**src/rtl/truth_table_scanner.sv**
```systemverilog
// Purpose : exhaustive stimulus/capture wrapper that walks a 2^N_IN-entry truth table
//           through a combinational cell and grades it against an expected minterm mask.
// Latency : done pulses 2^N_IN*(SETTLE+1) cycles after start is accepted; one-cycle pulse.
// Backpr. : none; start is honoured only in IDLE, ignored (not queued) while scanning or in DONE.
//
// Ports:
//   clk, rst_n       clock, asynchronous active-low reset
//   start, expected  begin a scan; expected truth table captured on acceptance
//   abcd_out, s_in   registered stimulus to the cell (MSB = a) and the cell's output
//   busy, done       scan in progress; one-cycle completion pulse
//   table_out        captured truth table, bit i = s_in for index i
//   match            captured table equals expected (valid from done)
//   mismatch_count   number of differing indices
//   first_fail       lowest differing index, fail_valid = at least one difference
module truth_table_scanner #(
  parameter int N_IN   = 4,
  parameter int SETTLE = 1
) (
  input  logic                   clk,
  input  logic                   rst_n,
  input  logic                   start,
  input  logic [(1<<N_IN)-1:0]   expected,
  output logic [N_IN-1:0]        abcd_out,
  input  logic                   s_in,
  output logic                   busy,
  output logic                   done,
  output logic [(1<<N_IN)-1:0]   table_out,
  output logic                   match,
  output logic [N_IN:0]          mismatch_count,
  output logic [N_IN-1:0]        first_fail,
  output logic                   fail_valid
);

  localparam int NV = 1 << N_IN;
  // Wait counter must hold SETTLE; keep at least one bit when SETTLE is 0.
  localparam int WW = (SETTLE > 0) ? $clog2(SETTLE + 1) : 1;
  localparam logic [WW-1:0]   SETTLE_W = WW'(SETTLE);
  localparam logic [N_IN-1:0] LAST_IDX = N_IN'(NV - 1);

  typedef enum logic [1:0] {
    S_IDLE = 2'd0,
    S_SCAN = 2'd1,
    S_DONE = 2'd2
  } state_t;

  state_t            state_q,  state_d;
  logic [N_IN-1:0]   idx_q,    idx_d;
  logic [N_IN-1:0]   abcd_q,   abcd_d;
  logic [WW-1:0]     wait_q,   wait_d;
  logic [NV-1:0]     exp_q,    exp_d;
  logic [NV-1:0]     tbl_q,    tbl_d;
  logic [N_IN:0]     mcount_q, mcount_d;
  logic [N_IN-1:0]   ffail_q,  ffail_d;
  logic              fvld_q,   fvld_d;
  logic              busy_q,   busy_d;
  logic              done_q,   done_d;
  logic              match_q,  match_d;
  logic              miss;

  always_comb begin
    state_d  = state_q;
    idx_d    = idx_q;
    abcd_d   = abcd_q;
    wait_d   = wait_q;
    exp_d    = exp_q;
    tbl_d    = tbl_q;
    mcount_d = mcount_q;
    ffail_d  = ffail_q;
    fvld_d   = fvld_q;
    busy_d   = busy_q;
    done_d   = 1'b0;
    match_d  = match_q;
    miss     = 1'b0;

    unique case (state_q)
      S_IDLE: begin
        if (start) begin
          exp_d    = expected;
          idx_d    = '0;
          abcd_d   = '0;
          wait_d   = '0;
          tbl_d    = '0;
          mcount_d = '0;
          ffail_d  = '0;
          fvld_d   = 1'b0;
          match_d  = 1'b0;
          busy_d   = 1'b1;
          state_d  = S_SCAN;
        end
      end

      S_SCAN: begin
        if (wait_q != SETTLE_W) begin
          wait_d = wait_q + WW'(1);
        end else begin
          // Settle time elapsed: sample this vector's response.
          wait_d       = '0;
          tbl_d[idx_q] = s_in;
          miss         = s_in ^ exp_q[idx_q];
          if (miss) begin
            mcount_d = mcount_q + (N_IN+1)'(1);
            if (!fvld_q) begin
              ffail_d = idx_q;
              fvld_d  = 1'b1;
            end
          end
          if (idx_q == LAST_IDX) begin
            // Final sample must be folded into match explicitly; mcount_q lags it.
            busy_d  = 1'b0;
            done_d  = 1'b1;
            match_d = (mcount_q == '0) && !miss;
            state_d = S_DONE;
          end else begin
            idx_d  = idx_q + N_IN'(1);
            abcd_d = idx_q + N_IN'(1);
          end
        end
      end

      S_DONE: begin
        state_d = S_IDLE;
      end

      default: begin
        state_d = S_IDLE;
      end
    endcase
  end

  always_ff @(posedge clk or negedge rst_n) begin
    if (!rst_n) begin
      state_q  <= S_IDLE;
      idx_q    <= '0;
      abcd_q   <= '0;
      wait_q   <= '0;
      exp_q    <= '0;
      tbl_q    <= '0;
      mcount_q <= '0;
      ffail_q  <= '0;
      fvld_q   <= 1'b0;
      busy_q   <= 1'b0;
      done_q   <= 1'b0;
      match_q  <= 1'b0;
    end else begin
      state_q  <= state_d;
      idx_q    <= idx_d;
      abcd_q   <= abcd_d;
      wait_q   <= wait_d;
      exp_q    <= exp_d;
      tbl_q    <= tbl_d;
      mcount_q <= mcount_d;
      ffail_q  <= ffail_d;
      fvld_q   <= fvld_d;
      busy_q   <= busy_d;
      done_q   <= done_d;
      match_q  <= match_d;
    end
  end

  assign abcd_out       = abcd_q;
  assign busy           = busy_q;
  assign done           = done_q;
  assign table_out      = tbl_q;
  assign match          = match_q;
  assign mismatch_count = mcount_q;
  assign first_fail     = ffail_q;
  assign fail_valid     = fvld_q;

endmodule

```
**config.mk**
```make
export PLATFORM = sky130hd
export DESIGN_NAME = truth_table_scanner
export DESIGN_NICKNAME = d
export VERILOG_FILES = /design/src/rtl/truth_table_scanner.sv
export SDC_FILE = /design/constraint.sdc
export NUM_CORES = 1
export LEC_CHECK = 0
export CAP_MARGIN = 40
export CORE_MARGIN = 1
export CORE_UTILIZATION = 54
export CTS_CLUSTER_SIZE = 16
export DETAILED_ROUTE_END_ITERATION = 16
export PLACE_DENSITY = 0.84
export SYNTH_ARGS = -nofsm -noshare
export SYNTH_HDL_FRONTEND = slang
export SYNTH_SLANG_ARGS = --single-unit
```
**constraint.sdc**
```tcl
create_clock -name clk -period 6.2 [get_ports clk]
set_clock_uncertainty 0.15 [all_clocks]
set_input_delay 1.24 -clock clk [delete_from_list [all_inputs] [get_ports clk]]
set_output_delay 1.24 -clock clk [all_outputs]
set_load 0.01 [all_outputs]
```
Word level (Yosys, flattened, before mapping)
Cells that the tools add are included.
{"block": "totals", "in_bits": 20, "wordCells": 79, "out_inout_bits": 33, "regBits": 52}
{"block": "classes", "n_mux": 40, "reduce_logical": 14, "bitwise": 1, "order_cmp": 2, "n_eq_ne": 8, "add_sub_neg": 3}
{"operator": "$mux W16", "n": 2}
{"operator": "$pmux W16 S2", "n": 1}
{"operator": "$mux W4", "n": 6}
{"operator": "$bwmux W16", "n": 1}
{"operator": "$pmux W4 S2", "n": 2}
{"operator": "$mux W5", "n": 3}
{"operator": "$mux W1", "n": 14}
{"operator": "$ne A2 B2 Y1 const B", "n": 6}
{"operator": "$reduce_and A4 Y1", "n": 3}
{"operator": "$pmux W5 S2", "n": 1}
{"operator": "$pmux W1 S2", "n": 4}
{"operator": "$mux W2", "n": 3}
{"operator": "$reduce_and A3 Y1", "n": 2}
{"operator": "$add A5 B1 Y5 const B", "n": 1}
{"operator": "$logic_not A5 Y1", "n": 1}
{"operator": "$lt A4 B5 Y1 const B", "n": 1}
{"operator": "$reduce_and A5 Y1", "n": 1}
{"operator": "$add A4 B1 Y4 const B", "n": 1}
{"operator": "$bmux W1 S4", "n": 1}
{"operator": "$demux W1 S4", "n": 1}
{"operator": "$eq A4 B4 Y1 const B", "n": 1}
{"operator": "$ge A4 B1 Y1 const B", "n": 1}
{"operator": "$pmux W2 S2", "n": 1}
{"operator": "$reduce_and A2 Y1", "n": 2}
{"operator": "7 further kinds", "n": 8}

Depth between registers and ports, before layout
{"block": "logic_depth", "depth_word": 8, "ltp_mapped": 7, "ltp_nobuf": 6}

Worst setup path after synthesis
OpenSTA, ideal clock, no wires.
{"block": "synth_path", "path_type": "reg-to-reg", "from": "register abcd_out[1] (netlist name)", "to": "register mcount_q[0] (netlist: mismatch_count[0])", "period_less_slack_ns": 2.490, "t_arrival_ns": 2.198, "path_slack_ns": 3.710, "n_path_buf": 1, "t_required_ns": 5.908, "setup_time_ns": 0.142, "path_stages_with_launch": 7, "path_cell_list": "dfrtp_1 buf_6 mux4_2 mux4_2 xnor2_1 a21oi_1 mux2i_1"}
{"element": "to (signal assigned)", "line_no": "151", "rtl": "mcount_q <= mcount_d;"}
{"element": "to (decl)", "line_no": "52", "rtl": "logic [N_IN:0] mcount_q, mcount_d;"}

Worst setup path in the final report
{"block": "layout_path", "from": "register abcd_q[2] (netlist: abcd_out[2])", "to": "output abcd_out[2]"}
{"element": "from (decl)", "line_no": "48", "rtl": "logic [N_IN-1:0] abcd_q, abcd_d;"}
{"element": "from (signal assigned)", "line_no": "134", "rtl": "abcd_q <= '0;"}
{"element": "from (signal assigned)", "line_no": "147", "rtl": "abcd_q <= abcd_d;"}
{"element": "to (decl)", "line_no": "23", "rtl": "output logic [N_IN-1:0] abcd_out,"}
No word-level cell between the ends.

==> flow_summary.ini <==
[worst_setup_path]
worst_path_max_delay_cell = dfrtp_1
crit_chain = clkdlybuf4s50_1
arrival_ps = 1700
slowest_delay_ps = 750
crit_buf_inv = 1
crit_required_ps = 4810
path_max_fanout = 18
start_kind = flip-flop
critical_path_class = flip-flop to output pin
critPathTopFamily = flip-flops
end_kind = output pin

[sta]
hold_viol = 0
finalSetupViolCount = 0
tightest_slew_ps = 746
max_freq_ghz = 0.323
rsz0062_at_grt = false
min_period_ps = 3090
finalCritPeriodShare_pct = 49.9
layout_setup_ws_ps = 3110
slew_headroom_pct = 50.2
fin_tns_setup_ps = 0
drv_slew = 0

[yosys]
synth_warnings = 0
ys_seq_area_share_pct = 52.5
synth_cell_type_count = 35
synth_flop_cell = dfrtp_1
synth-seq-cells = 52
async_flop_share_pct = 100
syn_area_per_cell_sq_um = 11.4
synth_nets = 243
synth_area_sq_um = 2480
synth_edf_count = 0
yosys.area.top_type = dfrtp_1
synthCells = 217
synth.top_cell.area_share_pct = 52.5
synth_area_leaders = dfrtp_1 (53%), mux2_2 (7.3%), o21ai_0 (6.5%)

[floorplan]
fp.dieW_um = 69.7
pin_count = 53
initial_utilization_pct = 56.5
placement_rows = 24
core_area_sq_um = 4380
die_h_um = 69.7
die_area_sq_um = 4860

[routing]
post_drt_wl_per_cell_um = 15.3
dr.pass1.iters = 4
wl_um = 4890
viasPerCell = 5.66
drc = 0
vias = 1806
postRouteAntennaNets = 0
drtIter0Drc = 170

[global_routing]
grt_usage_pct = 22.3
grt_max_degree = 34
grt_overflow = 0
grt_pass1_wl_um = 8610
antenna_found_initial = 0
grt_pass1_vias = 1819

[finish]
stdcell_count = 319
final_common_cell = dfrtp_1
regArea_sq_um = 1300
drive_above_1_share_pct = 13.5
fill_cells = 330
synthToLayoutAreaGrowth_pct = 26.1
n_antenna_cell = 0
multi_input_area_sq_um = 1090
final_cell_mix = dfrtp_1 (52), clkdlybuf4s50_1 (51), o21ai_0 (32)
nNetsFinal = 292

[clock_tree]
cts_htree_levels = 2
cts_hold_buf = 0
cts_buffers = 5
cts_setup_buffers = 0
cts.repair.resized = 0
root_buffer = clkbuf_8
clkSinkCount = 52
insertion_delay_ps = 300
cts_buffer_depth = 2
tritoncts = yes
clk_pin_slew_worst_paths_ps = 90

[placed_design]
gp_congestion = 0.800
port_buffers = 52
hpwl_um = 3610
place_inst = 311
pre_cts_ws_ps = 3050

[pwr]
powerDensity_nw_per_um2 = 503
leakage_nw = 1.35
peakVddDrop_uv = 273

[flow_run]
drv_cap = 0

[min_path]
worstHoldPathType = flip-flop to flip-flop

[status]
outcome = finished clean
## sequential cells by signal, summed over array words and instances, names as in the netlist
signal / cells
match: 1
wait_q: 1
mismatch_count: 5
abcd_out: 4
first_fail: 4
fail_valid: 1
done: 1
busy: 1
exp_q: 16
table_out: 16
state_q: 2
## final timing paths
path,from,end,slack [ps],cells past startpoint
hold / removal,match$_DFFE_PN0P_,match$_DFFE_PN0P_,340,2
max in group asynchronous,rst_n,mismatch_count[0]$_DFFE_PN0P_,4660,2
hold reg to reg,match$_DFFE_PN0P_,match$_DFFE_PN0P_,340,2
setup reg to reg,abcd_out[1]$_DFFE_PN0P_,mismatch_count[0]$_DFFE_PN0P_,3370,5
setup / recovery,abcd_out[2]$_DFFE_PN0P_,abcd_out[2],3110,1
min in group asynchronous,rst_n,table_out[6]$_DFFE_PN0P_,720,1
## synthesized netlist by cell type (4+ instances only)
library cell  number
dfrtp_1           52
o21ai_0           32
mux2_2            16
a21boi_0          14
clkbuf_1          11
inv_1              9
nand2_1            7
nand3_1            7
ha_1               6
nor2_1             6
a22o_1             5
and3_1             5
mux4_2             5
o21ai_1            5
nand2b_1           4
## metal layers
| metal | vias up | GRT usage, % | part of all wire [%] |
|---|---|---|---|
| met5 | - | 0 | 0 |
| met4 | 0 | 5.56 | 1.1 |
| met1 | 882 | 30.0 | 46 |
| met3 | 6 | 5.52 | 3.4 |
| met2 | 43 | 36.6 | 50 |
| li1 | 875 | - | - |
## per-stage QoR
step	hold WS, ps	utilization (%)	area (sq um)	power, W
floorplan	325	-	2480	0.00111
global placement	323	68.7	3010	0.00136
detailed placement	335	69.2	3030	0.00139
CTS	355	71.2	3120	0.00158
global route	387	71.2	3120	0.00170
finish	345	71.2	3120	0.00157
## logic make-up after synthesis
family,after synthesis,share of synthesized area [%]
multiplexers,24,13.5
buffers and inverters,21,3.48
flip-flops,52,52.5
AO/OA/AOI/OAI,66,16.3
XOR/XNOR,5,1.77
adder cells (fa/ha/maj),6,3.03
AND/OR/NAND/NOR,43,9.39
## layout make-up
| cell class | count | share of cell area (%) |
|---|---|---|
| sequential | 52 | 41.7 |
| multi-input combinational | 144 | 34.9 |
| timing repair buffer | 54 | 17.4 |
| clock buffer | 8 | 2.88 |
| tap | 52 | 2.08 |
| inverter | 9 | 1.08 |
## report_power, final
part / internal [W] / switching, W
clock network: 0.0000913 / 0.000106
logic: 0.000410 / 0.000347
registers: 0.000477 / 0.000140
No activity file was read; power rests on OpenSTA's default activity.
